## config.mk

```make
export PLATFORM = sky130hd
export DESIGN_NAME = btn_debounce_repeat
export DESIGN_NICKNAME = d
export VERILOG_FILES = /design/src/rtl/btn_debounce_repeat.sv
export SDC_FILE = /design/constraint.sdc
export NUM_CORES = 1
export LEC_CHECK = 0
export BUFFER_PORTS_ARGS = -buffer_cell sky130_fd_sc_hd__buf_4
export CORE_UTILIZATION = 57
export CTS_CLUSTER_DIAMETER = 60
export DETAILED_ROUTE_END_ITERATION = 10
export PLACE_DENSITY = 0.72
export SLEW_MARGIN = 20
export SYNTH_ARGS = -nofsm -noshare
export SYNTH_HDL_FRONTEND = slang
export SYNTH_SLANG_ARGS = --single-unit
```

## constraint.sdc

```tcl
create_clock -name clk -period 7.4 [get_ports clk]
set_clock_uncertainty 0.2 [all_clocks]
set_input_delay 1.48 -clock clk [delete_from_list [all_inputs] [get_ports clk]]
set_output_delay 1.48 -clock clk [all_outputs]
set_load 0.05 [all_outputs]
```

## src/rtl/btn_debounce_repeat.sv

```systemverilog
// btn_debounce_repeat: turns raw active-low push buttons into clean,
// clk-synchronous level, press, release and auto-repeat events.
// Each button is an independent lane: 2-flop synchronizer, debounce
// counter, edge pulses and a repeat timer FSM.
//
// Handshake: none. Every output is a registered level or one-cycle pulse
// that a consumer samples on any clk edge; there is no valid/ready.
module btn_debounce_repeat #(
  parameter int N               = 4,
  parameter int DEBOUNCE_CYCLES = 250000,
  parameter int REPEAT_DELAY    = 25000000,
  parameter int REPEAT_RATE     = 5000000
) (
  input  logic         clk,
  input  logic         rst,
  input  logic [N-1:0] nbtn,
  output logic [N-1:0] btn_level,
  output logic [N-1:0] btn_press,
  output logic [N-1:0] btn_release,
  output logic [N-1:0] btn_repeat
);

  // Counter widths hold 0 .. terminal-1; never narrower than one bit.
  localparam int CW   = (DEBOUNCE_CYCLES > 1) ? $clog2(DEBOUNCE_CYCLES) : 1;
  localparam int TMAX = (REPEAT_DELAY > REPEAT_RATE) ? REPEAT_DELAY : REPEAT_RATE;
  localparam int TW   = (TMAX > 1) ? $clog2(TMAX) : 1;

  localparam logic [CW-1:0] DB_LAST    = CW'(DEBOUNCE_CYCLES - 1);
  localparam logic [TW-1:0] DELAY_LAST = TW'(REPEAT_DELAY - 1);
  localparam logic [TW-1:0] RATE_LAST  = TW'(REPEAT_RATE - 1);

  typedef enum logic [1:0] {
    ST_IDLE,
    ST_DELAY,
    ST_REPEAT
  } rep_state_e;

  for (genvar i = 0; i < N; i++) begin : g_lane
    logic            sync1_q;
    logic            sync2_q;
    logic            raw;
    logic            stable_q;
    logic [CW-1:0]   cnt_q;
    logic            flip_d;
    logic            rise_d;
    logic            fall_d;
    logic            press_q;
    logic            release_q;
    logic            repeat_q;
    rep_state_e      state_q;
    logic [TW-1:0]   timer_q;

    // Two-flop synchronizer; resets to the released (high) pin level.
    always_ff @(posedge clk or posedge rst) begin
      if (rst) begin
        sync1_q <= 1'b1;
        sync2_q <= 1'b1;
      end else begin
        sync1_q <= nbtn[i];
        sync2_q <= sync1_q;
      end
    end

    assign raw    = ~sync2_q;
    assign flip_d = (raw != stable_q) && (cnt_q == DB_LAST);
    assign rise_d = flip_d & raw;
    assign fall_d = flip_d & ~raw;

    // Debounce: any cycle where raw agrees with stable restarts the count.
    always_ff @(posedge clk or posedge rst) begin
      if (rst) begin
        stable_q <= 1'b0;
        cnt_q    <= '0;
      end else if (raw == stable_q) begin
        cnt_q <= '0;
      end else if (cnt_q == DB_LAST) begin
        stable_q <= raw;
        cnt_q    <= '0;
      end else begin
        cnt_q <= cnt_q + CW'(1);
      end
    end

    // Press/release pulses land in the same cycle the new level appears.
    always_ff @(posedge clk or posedge rst) begin
      if (rst) begin
        press_q   <= 1'b0;
        release_q <= 1'b0;
      end else begin
        press_q   <= rise_d;
        release_q <= fall_d;
      end
    end

    // Repeat FSM: a release flip wins over a timer expiry on the same edge.
    always_ff @(posedge clk or posedge rst) begin
      if (rst) begin
        state_q  <= ST_IDLE;
        timer_q  <= '0;
        repeat_q <= 1'b0;
      end else begin
        repeat_q <= 1'b0;
        if (fall_d) begin
          state_q <= ST_IDLE;
          timer_q <= '0;
        end else begin
          case (state_q)
            ST_IDLE: begin
              if (rise_d) begin
                state_q <= ST_DELAY;
                timer_q <= '0;
              end
            end
            ST_DELAY: begin
              if (timer_q == DELAY_LAST) begin
                repeat_q <= 1'b1;
                state_q  <= ST_REPEAT;
                timer_q  <= '0;
              end else begin
                timer_q <= timer_q + TW'(1);
              end
            end
            ST_REPEAT: begin
              if (timer_q == RATE_LAST) begin
                repeat_q <= 1'b1;
                timer_q  <= '0;
              end else begin
                timer_q <= timer_q + TW'(1);
              end
            end
            default: begin
              state_q <= ST_IDLE;
              timer_q <= '0;
            end
          endcase
        end
      end
    end

    assign btn_level[i]   = stable_q;
    assign btn_press[i]   = press_q;
    assign btn_release[i] = release_q;
    assign btn_repeat[i]  = repeat_q;
  end

endmodule

```

**Word-level counts from Yosys, hierarchy flattened**

Cells that the tools add are included.

- Add/subtract/negate cells: 8
- Equal/unequal tests: 40
- Multiplexer cells: 60
- Bitwise operators: 16
- Reductions and logical operators: 16

Operator list:

| cell | number |
|---|---|
| $mux 25 | 16 |
| $pmux 25 s3 | 4 |
| $mux 18 | 8 |
| $add 25x1->25 const B | 4 |
| $eq 25x23->1 const B | 4 |
| $eq 25x25->1 const B | 4 |
| $add 18x1->18 const B | 4 |
| $eq 18x18->1 const B | 4 |
| $mux 2 | 12 |
| $ne 3x3->1 const B | 8 |
| $pmux 2 s3 | 4 |
| $mux 1 | 12 |
| $reduce_and 3->1 | 4 |
| $and 1x1->1 | 8 |
| $eq 2x1->1 const B | 4 |
| $eq 2x2->1 const B | 4 |
| $logic_not 2->1 | 4 |
| $ne 2x2->1 const B | 4 |
| $not 1->1 | 8 |
| $pmux 1 s2 | 4 |
| $reduce_and 2->1 | 4 |
| $eq 1x1->1 | 4 |
| $logic_and 1x1->1 | 4 |
| $ne 1x1->1 | 4 |

- Flip-flop bits (word level): 204
- Input bits: 6
- Logic and storage cells: 176

**Logic depth before layout (Yosys ltp)**

Gate-level depths: netlist (run 1).

- Depth after elaboration: 7
- Gate-level depth with buffers: 9

**Least setup slack after synthesis (run 1)**

Ideal clock, no wire load.

- Kind: flip-flop to flip-flop
- From: register g_lane[0].cnt_q[5]
- To: register g_lane[0].timer_q[24]
- Library setup time: 0.128 ns
- Arrival: 2.231 ns
- Required time: 7.072 ns
- Path slack: 4.841 ns
- Cell stages (with the launch flop): 8
- Path buffers: 1
- Cells stage by stage: dfrtp_1 -> or4b_1 -> or4_4 -> o31a_2 -> o21a_2 -> buf_2 -> a31oi_1 -> o31ai_1

- Longest elaborated chain between the ends: 4

Ends and longest elaborated chain:

| item | line | source |
|---|---|---|
| from (decl) | 43 | `logic [CW-1:0] cnt_q;` |
| from (signal assigned) | 80 | `cnt_q <= cnt_q + CW'(1);` |
| $eq 18x18->1 * | 65 | `assign flip_d = (raw != stable_q) && (cnt_q == DB_LAST);` |
| $logic_and 1x1->1 * | 65 |  |
| $and 1x1->1, on equally long branches | 66, 67 |  |
| $ne 3x3->1 (no source line) or $mux 25 (tied branches) | -- |  |
| to (signal assigned) | 120 | `timer_q <= timer_q + TW'(1);` |
| to (signal assigned) | 128 | `timer_q <= timer_q + TW'(1);` |
| to (decl) | 51 | `logic [TW-1:0] timer_q;` |

Mark *: on every way between the ends. The rest lies on a longest branch, timed or not.
A chain may end at the register's enable or synchronous reset.

**Worst setup path after layout (run 1)**

- From: register g_lane[1].cnt_q[8]
- To: register g_lane[1].timer_q[19]

- Longest elaborated chain between the ends: 4

Ends and longest elaborated chain:

| item | line |
|---|---|
| from (decl) | 43 |
| from (signal assigned) | 80 |
| $eq 18x18->1 * | 65 |
| $logic_and 1x1->1 * | 65 |
| $and 1x1->1, on equally long branches | 66, 67 |
| $ne 3x3->1 (no source line) or $mux 25 (tied branches) | -- |
| to (signal assigned) | 120 |
| to (signal assigned) | 128 |
| to (decl) | 51 |

Marks and branches as above.

==> results.txt, run 1 <==
Counting instances, the worst hold path has a depth of 0. The full die area came out at roughly 20000 um^2. The DRC violation count after routing is 0. The worst-case clock buffer depth came out at 3. The number of gates resized after CTS came out at 0. On the final layout, the worst hold slack is between 0.15 and 0.2 ns. VDD sags by at most approximately 0.19 mV. The global routing met2 resource utilization is 36.66%. The run finished with clean final reports.

The type of the worst min-delay path is flip-flop to flip-flop. After legalization and detailed placement, the total HPWL measured 13830 um. Setup repair after global routing left no endpoint under its margin. The placeable core region came out at between 15000 and 20000 um^2.

For this block, the via count after detailed routing is 8378. The critical path in this run is classified as flip-flop to flip-flop. For flop-to-flop paths, the worst setup slack is 3.93 ns. The final critical path time including I/O delays and setup is 3.467 ns. The number of pins exceeding their max-slew limit in the final report is 0. The number of inserted diodes is 0. The x dimension of the die is 140.0 um. The power dissipated by switching net loads came out at between 400 and 500 uW. In this run, distinct cell masters in the synthesized netlist total 64. The count of endpoints failing setup in the final report came out at 0.

The number of nets in the synthesized netlist is approximately 1.2k. The proportion of power drawn by the clock network came out at 49.1%. The total of buffers placed on input and output ports is 21. In this run the critical register-to-register path is captured at g_lane[1].timer_q[19]. The hold-critical path endpoint is g_lane[2].sync2_q. The starting density of the core came out at 58.02%. The number of DRC markers in iteration 0 is 560. The startpoint identified for the worst register-to-register timing path is g_lane[1].cnt_q[8]. The worst endpoint data arrival time came out at 3.70 ns. The weighted congestion at the end of routability-driven global placement is 0.8196. Buffers inserted to repair hold after CTS numbered 0. The share of post-route cells with drive strength above 1 is 8.220%.

The multi-input combinational cell area is 5300 um^2. CTS built an H-tree with a depth of 1. Entering global routing, the biggest net connects between 100 and 150 pins. The number of cells after detailed placement is 1373. The post-detailed-route via-to-cell ratio is 5.925.

The data required time of the critical path is 7.64 ns. The placed instances occupy a cell area of roughly 11000 um^2. The hold violation count in the final report came to 0. The total number of yosys warnings is 0.

The count of pins on the block boundary is 22. The number of nets still failing antenna checks after routing came out at 0. TritonCTS built the clock tree. The worst setup path is launched from a flip-flop. In the final layout, flip-flops and latches occupy 5115 um^2. The actual slew at the worst max-slew pin is 1.053 ns. The number of search-and-repair iterations in the first detailed-routing pass came out at 5.

The number of nets in the layout is approximately 1.2k. The headroom to the max-slew limit is 29.62%. The global-route wire length before repair came out at about 37000 um. Summing all non-filler instances in the final layout gives an area of 11810 um^2. Summing the sequential cell areas from Yosys gives 47.13% of the chip area. The total leakage power came out at 0.004930 uW.

The share of synthesized registers carrying an async set or reset is 100.0%. The number of sinks handled by clock tree synthesis is 204. The fraction of power consumed by combinational cells is under 10%. Synthesis produced 1167 cells. The initial antenna violation count is 0. The total overflow left after global routing is 0. The top cell type by total area after synthesis is sky130_fd_sc_hd__dfrtp_1. The overall routing resource usage came out at 22.59%. Timing would allow up to 288.4 MHz. The summed instance area of the synthesized netlist is 10850 um^2. After filler insertion, the fill cell instance count of the layout stands at roughly 1.6k. The met3 track utilization from global routing is 3.145%.

The final critical path takes up 46.85% of the cycle. The fraction of post-synthesis cell area in the top cell type by area came out at 45.19%. The number of maximum-capacitance constraint violations came out at 0. The met1 routing resource usage after global routing is 31.63%. The net switching fraction of the power came out at 20.72%. The tree is rooted in a sky130_fd_sc_hd__clkbuf_16. The synthesized area per cell came out at roughly 9.3 um^2. By area the synthesized netlist is led by sky130_fd_sc_hd__dfrtp_1, sky130_fd_sc_hd__nand3_1, sky130_fd_sc_hd__nor2_1. In the layout the commonest cells are sky130_fd_sc_hd__dfrtp_1, sky130_fd_sc_hd__nor2_1, sky130_fd_sc_hd__nand2_1, sky130_fd_sc_hd__nand3_1, sky130_fd_sc_hd__xor2_1. The worst setup path is captured at a flip-flop. The most common flop cell mapped by yosys is sky130_fd_sc_hd__dfrtp_1.

The design internal power is ~1800 uW. The die height is 140.0 um. In the final routed layout, each cell accounts on average for 15.08 um. The final setup TNS is 0 ns. The number of synthesized flops with an enable pin came out at 0. Summed over all layers, the routed wires come to between 20000 and 25000 um. The total design power is 2306 uW. The register clock-pin slew on the reported worst setup and hold paths is 0.06 ns.

The number of global-route vias before repair came out at 7916. In this run the power density over the cells is 195.3 nW/um^2. The later pin in the worst-skew pair is clocked with a latency of 0.51 ns.

The number of CTS-inserted buffers is 23. Post-CTS timing repair inserted 0 buffers for setup. The area overhead of the layout relative to synthesis is 8.831%.

Synthesis inferred 204 register bits. The source of the worst hold timing path is g_lane[2].sync1_q. Leaving out fill and tap cells, the most frequent cell in the layout is sky130_fd_sc_hd__dfrtp_1. The number of cells on the worst reg-to-reg path is 6. The finished layout holds 1414 standard cells, fillers aside. The largest fanout of any net on the critical path came out at 25. The row count is 50. After global routing, the most crowded layer is met2. The fraction of power consumed by sequential logic is 49.1%.
## per-stage QoR
stage / util (%) / worst slack [ns]
4_1_cts: 63.14 / 3.992
3_5_place_dp: 59.05 / 3.975
5_1_grt: 63.14 / 3.592
2_1_floorplan: - / 0.1658
3_3_place_gp: 59.05 / 4.021
6_report: 63.14 / 3.933
## cells by family (layout without fill, tap and decap cells)
group,Yosys count,after routing,synth area share [%]
compound gates,168,168,10.69
fa+ha+maj,24,24,2.767
simple gates,591,591,28.12
flops,204,204,47.13
buf+inv,90,103,4.035
xor+xnor,90,90,7.263
## final cells by class
type / count / share of cell area [%]
Clock inverter: 4 / 0.4025
Clock buffer: 37 / 6.081
Multi-Input combinational cell: 873 / 44.87
Tap cell: 234 / 2.479
Timing Repair Buffer: 26 / 1.653
Sequential cell: 204 / 43.31
Inverter: 36 / 1.208
## cell usage after synthesis (all sizes together), types with 25 or more instances
cell / instances
nand4: 38
buf: 29
nor4: 28
and3: 29
dfrtp: 196
nor2: 137
nand2: 114
xnor2: 43
clkbuf: 25
xor2: 47
nor3: 25
nand3: 109
o21ai: 49
inv: 36
## worst max-delay path: stages, from the launching register on
cell and delay (ns):
sky130_fd_sc_hd__dfrtp_1 0.42, sky130_fd_sc_hd__nor4b_1 0.40, sky130_fd_sc_hd__nand4_1 0.31, sky130_fd_sc_hd__o21ai_1 0.66, sky130_fd_sc_hd__o211ai_2 0.63, sky130_fd_sc_hd__or4_1 0.67, sky130_fd_sc_hd__nand3_1 0.10
## worst max path at each step
stage / start / to / slack [ns] / cells after the start
final: g_lane[1].cnt_q[8] / g_lane[1].timer_q[19] / 3.93 / 6
after global routing: g_lane[1].cnt_q[8] / g_lane[1].timer_q[19] / 3.59 / 6
after CTS: g_lane[1].cnt_q[8] / g_lane[1].timer_q[19] / 3.99 / 6
after detailed placement: g_lane[1].cnt_q[7] / g_lane[1].timer_q[19] / 3.97 / 6
after global placement: rst / g_lane[0].timer_q[15] / 4.02 / 3
after floorplan: rst / g_lane[0].cnt_q[0] / 0.17 / 1
## power by group through the flow
stage | registers [uW] | logic (uW) | clock network [uW]
global route | 1130 | 49.1 | 1200
global placement | 1150 | 43.0 | 0
CTS | 1130 | 43.7 | 1160
finish | 1130 | 41.0 | 1130
floorplan | 1150 | 31.2 | 0
detailed placement | 1150 | 43.5 | 0
## flip-flops by register name (all words and copies together), names as in the netlist
register          cells
g_lane.sync2_q        4
g_lane.cnt_q         72
g_lane.repeat_q       4
g_lane.sync1_q        4
g_lane.timer_q      100
g_lane.state_q        8
g_lane.press_q        4
g_lane.stable_q       4
g_lane.release_q      4
## metal layers
metal  up-vias  part of all wire, %
met5         -                    0
li1       4165                    -
met3        44                  3.0
met1      4040                   48
met4         0                  2.7
met2       129                   46
No activity file was read; power rests on OpenSTA's default activity.
==> inputs of run 2 (changes only) <==
--- a/config.mk
+++ b/config.mk
@@ -6,7 +6,7 @@
 export NUM_CORES = 1
 export LEC_CHECK = 0
 export BUFFER_PORTS_ARGS = -buffer_cell sky130_fd_sc_hd__buf_4
-export CORE_UTILIZATION = 57
+export CORE_UTILIZATION = 59
 export CTS_CLUSTER_DIAMETER = 60
 export DETAILED_ROUTE_END_ITERATION = 10
 export PLACE_DENSITY = 0.72
==> constraint.sdc (replaced) <==
create_clock -name clk -period 3.49 [get_ports clk]
set_clock_uncertainty 0.2 [all_clocks]
set_input_delay 0.698 -clock clk [delete_from_list [all_inputs] [get_ports clk]]
set_output_delay 0.698 -clock clk [all_outputs]
set_load 0.05 [all_outputs]
==> run 2 against run 1 <==
Compared with the run above:
- cell count up 0.21%
- global-route usage up 0.81 points
- clock power up 120%
- count of clock-buffer cells in the layout down 7
- sequential share of layout area down 0.44 points
- register-to-register slack worse by 3.3 ns
- critical endpoint is now g_lane[2].timer_q[15]
- largest cell class unchanged
- largest power group is now the clock network
==> results.txt, run 2 (same netlist as run 1, synthesis figures left out) <==
The flow ran to the end, and the final reports show no timing, DRC or antenna violations. The number of inserted filler cells in the final layout is 1464. The register with the most flip-flops in the layout has 100 of them. The number of pins exceeding their max-slew limit in the final report is 0. The flop-to-flop setup slack is slightly above 0.6 ns.

The first detailed-routing pass took 5 iterations. The number of buffers and inverters on the critical path came out at 0. The number of global-route vias before repair came out at 7754.

The total wire length is 21250 um. At the placement stage, the worst setup path has a slack of 0.6417 ns. The placeable core region came out at 18020 um^2.

Power spread over the standard cell area amounts to 419.2 nW/um^2. The area used by sequential logic in the layout is 5115 um^2. The share of post-route cells with drive strength above 1 came out at just over 9%. The largest net degree at the start of global routing is 74. More flip-flops sit in one register than any other, and that register is g_lane.timer_q. The final HPWL from detailed placement came out at 14020 um.

The met1 routing resource usage after global routing is approximately a third. The x dimension of the die came out at 137.6 um. The full die area is 18940 um^2. Using the TritonRoute via totals, the vias-per-cell ratio works out to 5.918.

The multi-input combinational cell area is roughly 5300 um^2. The clock latency reported for the late side of the worst-skew pair is 0.51 ns. TritonCTS built the clock tree. The overall routing resource usage came out at 23.40%. The number of inserted diodes is 0. The overall overflow remaining after global route is 0. The busiest layer in global routing is met2. The worst-case clock buffer depth is 3. The starting density of the core is 60.21%. For the pin with the worst max-slew slack, the measured transition is 0.8739 ns. The headroom to the max-slew limit came out at between 40% and 50%. After the last flow step, the layout net total stands at 1202. In this run the worst setup path begins at g_lane[2].timer_q[17].

The congestion estimate from routability-driven global placement came to 0.8366. The worst endpoint data arrival time came out at 3.07 ns. The count of endpoints failing setup in the final report is 0. The total design power is approximately 5000 uW. The delay of the slowest critical-path stage is 0.57 ns. The min-delay analysis places its worst path in the category input pin to flip-flop. The signal on the critical path passes through or4_1, nor4_1, a21bo_2, a211o_1, or3_1, o21ai_0. The clock drives 204 sinks. For this run, design rule violations remaining after detail routing come to 0. Of the available clock period, the critical path in the final layout requires between 80% and 90%.

From synthesis to final layout, the design area changed by 9.960%. The final worst setup slack is 0.6081 ns. The top cell types in the final layout, fill and taps aside, are sky130_fd_sc_hd__dfrtp_1, sky130_fd_sc_hd__nor2_1, sky130_fd_sc_hd__nand2_1, sky130_fd_sc_hd__nand3_1, sky130_fd_sc_hd__xor2_1. The cell with the largest stage delay on the worst path is sky130_fd_sc_hd__a211o_1. The global-route wire length before repair is approximately 36000 um. Broken down by cell family, the worst path's largest delay share belongs to simple AND/OR/NAND/NOR gates. The register clock-pin slew on the reported worst setup and hold paths is roughly 0.06 ns.

Setup repair after global routing left no endpoint under its margin. The peak clock frequency supported by timing is approximately 350 MHz. The library cell used most frequently in the layout, excluding fill and tap cells, is sky130_fd_sc_hd__dfrtp_1. The largest registers in the layout are g_lane.timer_q (100), g_lane.cnt_q (72), g_lane.state_q (8). The worst setup path is of the flip-flop to flip-flop kind.

The overall via count from detail_route is roughly 8.4k. The critical path depth is 6. Once detail routing completed, the nets flagged for antenna violations numbered 0.

The largest voltage drop on the vdd net came out at 0.4910 mV. The final critical path time including I/O delays and setup came out at ~2.9 ns. The data required time of the critical path came out at roughly 3.7 ns. The number of maximum-capacitance constraint violations came out at 0.

The number of DRC markers in iteration 0 is 490. The startpoint identified for the worst register-to-register timing path is g_lane[2].timer_q[17]. Following the worst setup path forward leads to its endpoint at g_lane[2].timer_q[15]. The buffer cell driving the clock tree root is sky130_fd_sc_hd__clkbuf_16. The initial antenna violation count came out at 0.

The detailed-route wire length per cell came out at 15.00 um. STA classifies the critical path endpoint as a flip-flop. The hold violation count in the final report came out at 0.

The total of buffers placed on input and output ports came out at 21. For this design the top-level I/O count stands at 22. The met3 track utilization from global routing is between 3 and 4%. The largest fanout of any net on the critical path is 21.

The number of cell instances on the worst register-to-register path came out at 6. The capture point of the worst reg-to-reg path is g_lane[2].timer_q[15]. The number of CTS-inserted buffers came out at 23. The startpoint type of the worst setup path is a flip-flop. The floorplan has between 40 and 50 rows. Global routing consumed, on the met2 layer, 37.35% of the routing resources. The die height is 137.6 um. For this design the static power due to leakage is between 0.004 and 0.005 uW. In this run the number of H-tree levels came out at 1.
[run 2: worst register-to-register path: stages (launching register included)]
cell and delay (ns):
sky130_fd_sc_hd__dfrtp_1 0.41, sky130_fd_sc_hd__or4_1 0.52, sky130_fd_sc_hd__nor4_1 0.53, sky130_fd_sc_hd__a21bo_2 0.25, sky130_fd_sc_hd__a211o_1 0.57, sky130_fd_sc_hd__or3_1 0.21
sky130_fd_sc_hd__o21ai_0 0.08
[run 2: layout make-up]
| class | instances | area share, % |
|---|---|---|
| Clock inverter | 11 | 1.143 |
| Sequential cell | 204 | 42.86 |
| Multi-Input combinational cell | 873 | 44.41 |
| Timing Repair Buffer | 34 | 2.474 |
| Tap cell | 229 | 2.401 |
| Inverter | 36 | 1.164 |
| Clock buffer | 30 | 5.546 |
[run 2: stage by stage]
stage	instance area [um^2]	setup TNS (ns)	hold slack (ns)	utilization (%)	std cells
finish	11930	0	0.09202	66.21	1417
global route	11930	0	0.07587	66.21	1417
CTS	11930	0	0.06903	66.21	1417
detailed placement	11130	0	0.1479	61.72	1375
global placement	11130	0	0.1454	61.72	1375
floorplan	10860	-8.967	0.1452	-	1167
[run 2: what timing repair did]
item | 4_1_cts | 5_1_grt
hold buffers | 1 | 0
setup buffers | 0 | 0
gates resized for setup | 0 | 0
hold endpoints to repair | 9 | 0
[run 2: power breakdown]
| group | switching [uW] | internal, uW |
|---|---|---|
| Sequential | 15.0 | 2390 |
| Clock | 952 | 1550 |
| Combinational | 70.1 | 25.3 |
| Total | 1040 | 3960 |
[run 2: worst min-delay path by stage]
stage / from / to / depth (start not counted)
CTS: nbtn[1] / g_lane[1].sync1_q / 1
floorplan: g_lane[0].sync1_q / g_lane[0].sync2_q / 0
global route: nbtn[2] / g_lane[2].sync1_q / 1
finish: nbtn[1] / g_lane[1].sync1_q / 1
global placement: g_lane[3].sync1_q / g_lane[3].sync2_q / 0
detailed placement: g_lane[2].sync1_q / g_lane[2].sync2_q / 0
[run 2: layer usage]
layer	vias to the layer above	wire length [um]
met5	-	0
met4	0	465
met3	31	619
met2	135	9738
met1	4021	10430
li1	4199	-
==> inputs of run 3 (changes only) <==
--- a/config.mk
+++ b/config.mk
@@ -5,11 +5,12 @@
 export SDC_FILE = /design/constraint.sdc
 export NUM_CORES = 1
 export LEC_CHECK = 0
+export ABC_AREA = 1
 export BUFFER_PORTS_ARGS = -buffer_cell sky130_fd_sc_hd__buf_4
-export CORE_UTILIZATION = 59
+export CORE_UTILIZATION = 58
 export CTS_CLUSTER_DIAMETER = 60
 export DETAILED_ROUTE_END_ITERATION = 10
-export PLACE_DENSITY = 0.72
+export PLACE_DENSITY = 0.73
 export SLEW_MARGIN = 20
 export SYNTH_ARGS = -nofsm -noshare
 export SYNTH_HDL_FRONTEND = slang
==> constraint.sdc (replaced) <==
create_clock -name clk -period 2.4 [get_ports clk]
set_clock_uncertainty 0.2 [all_clocks]
set_input_delay 0.48 -clock clk [delete_from_list [all_inputs] [get_ports clk]]
set_output_delay 0.48 -clock clk [all_outputs]
set_load 0.05 [all_outputs]
==> run 3 against run 2 <==
Compared with the run above:
- worst setup slack lost 0.39 ns
- via count up 21%
- combinational power rose by 68%
- critical endpoint is now g_lane[0].timer_q[0]
==> results.txt, run 3 <==
The run finished with clean final reports. The startpoint identified for the worst hold timing path is g_lane[2].sync1_q. The die height came out at 145.7 um. After layout, the worst setup slack is 0.2203 ns.

The post-synthesis instance total is 1617. The starting density of the core is 59.17%. The largest registers in the layout are g_lane.timer_q (100), g_lane.cnt_q (72), g_lane.state_q (8). The number of DRC markers in iteration 0 came out at 480. The headroom to the max-slew limit came out at about 55%. The largest fanout of any net on the critical path came out at 17. The weighted congestion at the end of routability-driven global placement is 0.9335. The count of endpoints failing setup in the final report is 0. The reg-to-reg critical path startpoint is g_lane[0].cnt_q[0]. In the final design database the tool counted between 1.5k and 2k nets. By area the synthesized netlist is led by sky130_fd_sc_hd__dfrtp_1, sky130_fd_sc_hd__nand2_1, sky130_fd_sc_hd__nor2_1. The total of buffers placed on input and output ports came out at 21.

Detailed placement finished with a half-perimeter wire length of 17440 um. The actual slew at the worst max-slew pin is between 0.6 and 0.7 ns. The total number of yosys warnings is 0. The row count came out at 52.

The worst setup path is launched from a flip-flop. STA classifies the critical path endpoint as a flip-flop. The number of nets still failing antenna checks after routing is 0. The number of sinks handled by clock tree synthesis is slightly above 200.

The non-filler instance count after layout is 1936. The number of buffers added for setup after CTS is 0. Setup repair after global routing left no endpoint under its margin. The top cell type by total area after synthesis is sky130_fd_sc_hd__dfrtp_1.

The type of the worst min-delay path is flip-flop to flip-flop. The number of CTS-inserted buffers came out at 24. The hold violation count in the final report is 0.

From left edge to right edge, the die measures 145.7 um. The worst hold path stage count came out at 0. Counting every net in the synthesized netlist gives about 1.6k. The pre-CTS setup slack is 0.1420 ns.

The endpoint identified for the worst register-to-register timing path is g_lane[0].timer_q[0]. The register clock-pin slew on the reported worst setup and hold paths is 0.06 ns. For this design the ratio of total power to cell area is 562.3 nW/um^2. Based on the critical path, the design can be clocked at up to 458.8 MHz.

The root buffer cell chosen for the clock tree is sky130_fd_sc_hd__clkbuf_16. Using the TritonRoute via totals, the vias-per-cell ratio works out to 5.249. The worst hold path terminates at g_lane[2].sync2_q. The largest voltage drop on the vdd net is approximately 0.6 mV.

The share of synthesized registers carrying an async set or reset came out at 100.0%. The area overhead of the layout relative to synthesis came out at 10.63%. For this run, the detailed router's first-pass iteration total came to 5. The portion of the post-synthesis area used by sequential elements is 42.72%.

The first global-routing pass estimated 42790 um of wire. The overall via count from detail_route is 10.16k. The summed instance area of the synthesized netlist came out at 11970 um^2. The register with the most flip-flops in the layout has 100 of them. Leaving out fill and tap cells, the most frequent cells in the layout are sky130_fd_sc_hd__nand2_1, sky130_fd_sc_hd__nor2_1, sky130_fd_sc_hd__dfrtp_1, sky130_fd_sc_hd__inv_1, sky130_fd_sc_hd__nand3_1.

The number of maximum-capacitance constraint violations came out at 0. The number of inserted diodes is 0. STA puts the critical path data arrival time at 2.41 ns. TritonCTS built the clock tree.

The fraction of post-synthesis cell area in the top cell type by area came out at 40.97%. For this run, the leading register cell type out of synthesis is sky130_fd_sc_hd__dfrtp_1. Walking the worst path, the cells encountered are ha_1, nand2_1, nor2_4, nand2_1, nor2_2, nand3_4, nand2_8, inv_1, nor2_2, nand2_1, o21ai_1. The cell that appears most often on the critical path is sky130_fd_sc_hd__nand2_1.

The synthesized area per cell came out at around 7.4 um^2. The post-synthesis register bit count came out at 204. In this run the register-to-register setup slack is around 0.22 ns. The DRC violation count after routing came out at 0. Synthesis instantiated 47 different standard cells from the library. The total leakage power is 0.006158 uW. The worst setup path is of the flip-flop to flip-flop kind. Ranked by instance count, the synthesized netlist is headed by sky130_fd_sc_hd__nand2_1, sky130_fd_sc_hd__nor2_1, sky130_fd_sc_hd__dfrtp_1. The data required time of the critical path is 2.63 ns. The clock latency reported for the late side of the worst-skew pair is 0.51 ns.

The overall overflow remaining after global route came out at 0. The share of post-route cells with drive strength above 1 is a little under a tenth. The number of cells after detailed placement is between 1.5k and 2k. The synthesized design contains 0 enable-type register cells.

The library cell used most frequently in the layout, excluding fill and tap cells, is sky130_fd_sc_hd__nand2_1. The initial antenna violation count is 0. The number of cell instances on the worst register-to-register path is 11. The number of global-route vias before repair is 9664. The placeable core region is 20230 um^2.

The number of pins exceeding their max-slew limit in the final report came to 0. Dividing the final minimum period by the clock period gives between 90% and 100%. The CTS H-tree depth is 1.

Summed over all layers, the routed wires come to about 24000 um. In the post-synthesis netlist, the cell with the most instances is sky130_fd_sc_hd__nand2_1. The floorplan step defined a die boundary enclosing 21220 um^2. Entering global routing, the biggest net connects 66 pins.

In the final routed layout, each cell accounts on average for 12.40 um. The delay of the slowest critical-path stage is 0.37 ns. The overall routing resource usage came out at 23.66%. The worst-case clock buffer depth came out at 3. During I/O placement, the number of pins put on the boundary was 22. The final critical path time including I/O delays and setup is 2.180 ns. Ranked by flip-flop count, first place goes to g_lane.timer_q.

Among all stages on the critical path, the largest delay is contributed by sky130_fd_sc_hd__dfrtp_1.
## run 3: cell types whose count changed after synthesis, moves of 24 or more
cell,delta
sky130_fd_sc_hd__and3_1,-27
sky130_fd_sc_hd__clkbuf_1,-25
sky130_fd_sc_hd__inv_1,+159
sky130_fd_sc_hd__nand2_1,+281
sky130_fd_sc_hd__nor2_1,+162
sky130_fd_sc_hd__nor3_1,+24
sky130_fd_sc_hd__xnor2_1,-39
## run 3: through the flow
stage               power, uW  setup TNS [ns]  util, %  hold slack, ns  instance area, um^2
finish                   7448               0    65.46          0.1558                13250
global placement         3703               0    60.83          0.1458                12310
global route             7717               0    65.46          0.1577                13250
CTS                      7545               0    65.24          0.1570                13200
floorplan                3647         -181.83        -          0.1452                11980
detailed placement       3708               0    60.83          0.1481                12310
## run 3: cell type report
| class | count | area [um^2] |
|---|---|---|
| fill | 1733 | 6989 |
| multi-input combinational | 1173 | 5833 |
| sequential | 204 | 5115 |
| inverter | 212 | 810.8 |
| clock buffer | 33 | 705.7 |
| tap | 270 | 337.8 |
| timing repair buffer | 34 | 305.3 |
| clock inverter | 10 | 137.6 |
## run 3: how the worst max path moves through the flow
stage          slack [ns]                    end               start
2_1_floorplan       -0.92     g_lane[0].cnt_q[0]                 rst
3_3_place_gp         0.26   g_lane[0].timer_q[0]  g_lane[0].cnt_q[0]
3_5_place_dp         0.14   g_lane[0].timer_q[0]  g_lane[0].cnt_q[0]
4_1_cts              0.09   g_lane[0].timer_q[0]  g_lane[0].cnt_q[0]
5_1_grt             0.005  g_lane[3].timer_q[13]  g_lane[3].cnt_q[0]
6_report             0.22   g_lane[0].timer_q[0]  g_lane[0].cnt_q[0]
## run 3: worst max-delay path: cells and delay by family (launching register included)
kind / cells / cell delay, ns
flip-flops: 1 / 0.37
buffers and inverters: 1 / 0.12
AO/OA/AOI/OAI: 1 / 0.12
adder cells (fa/ha/maj): 1 / 0.17
AND/OR/NAND/NOR: 8 / 1.12
## run 3: logic make-up after synthesis
| family | count (synthesis) | share of synthesized area, % |
|---|---|---|
| DFF | 204 | 42.72 |
| adders and majority gates | 24 | 2.508 |
| AOI/OAI and AO/OA | 96 | 4.421 |
| buffers and inverters | 241 | 8.925 |
| xor gates and xnor gates | 71 | 5.194 |
| and+or+nand+nor | 981 | 36.23 |
## run 3: power breakdown
part           switching [uW]  leakage (uW)  internal (uW)
sequential               17.0       0.00281           3470
combinational             113       0.00293           46.7
clock                    1420      0.000411           2380
total                    1550       0.00616           5900
## run 3: repair_timing
action,CTS,global route
resized for setup,0,5
hold endpoints to repair,16,0
setup endpoints to repair,0,30
hold buffers,5,0
## run 3: per-layer routing
layer	up-vias	global-route usage, %	routed length [um]
met3	41	2.978	944
met2	189	40.45	11360
met4	0	6.789	528
met1	4747	31.58	11190
met5	-	0	0
li1	5185	-	-
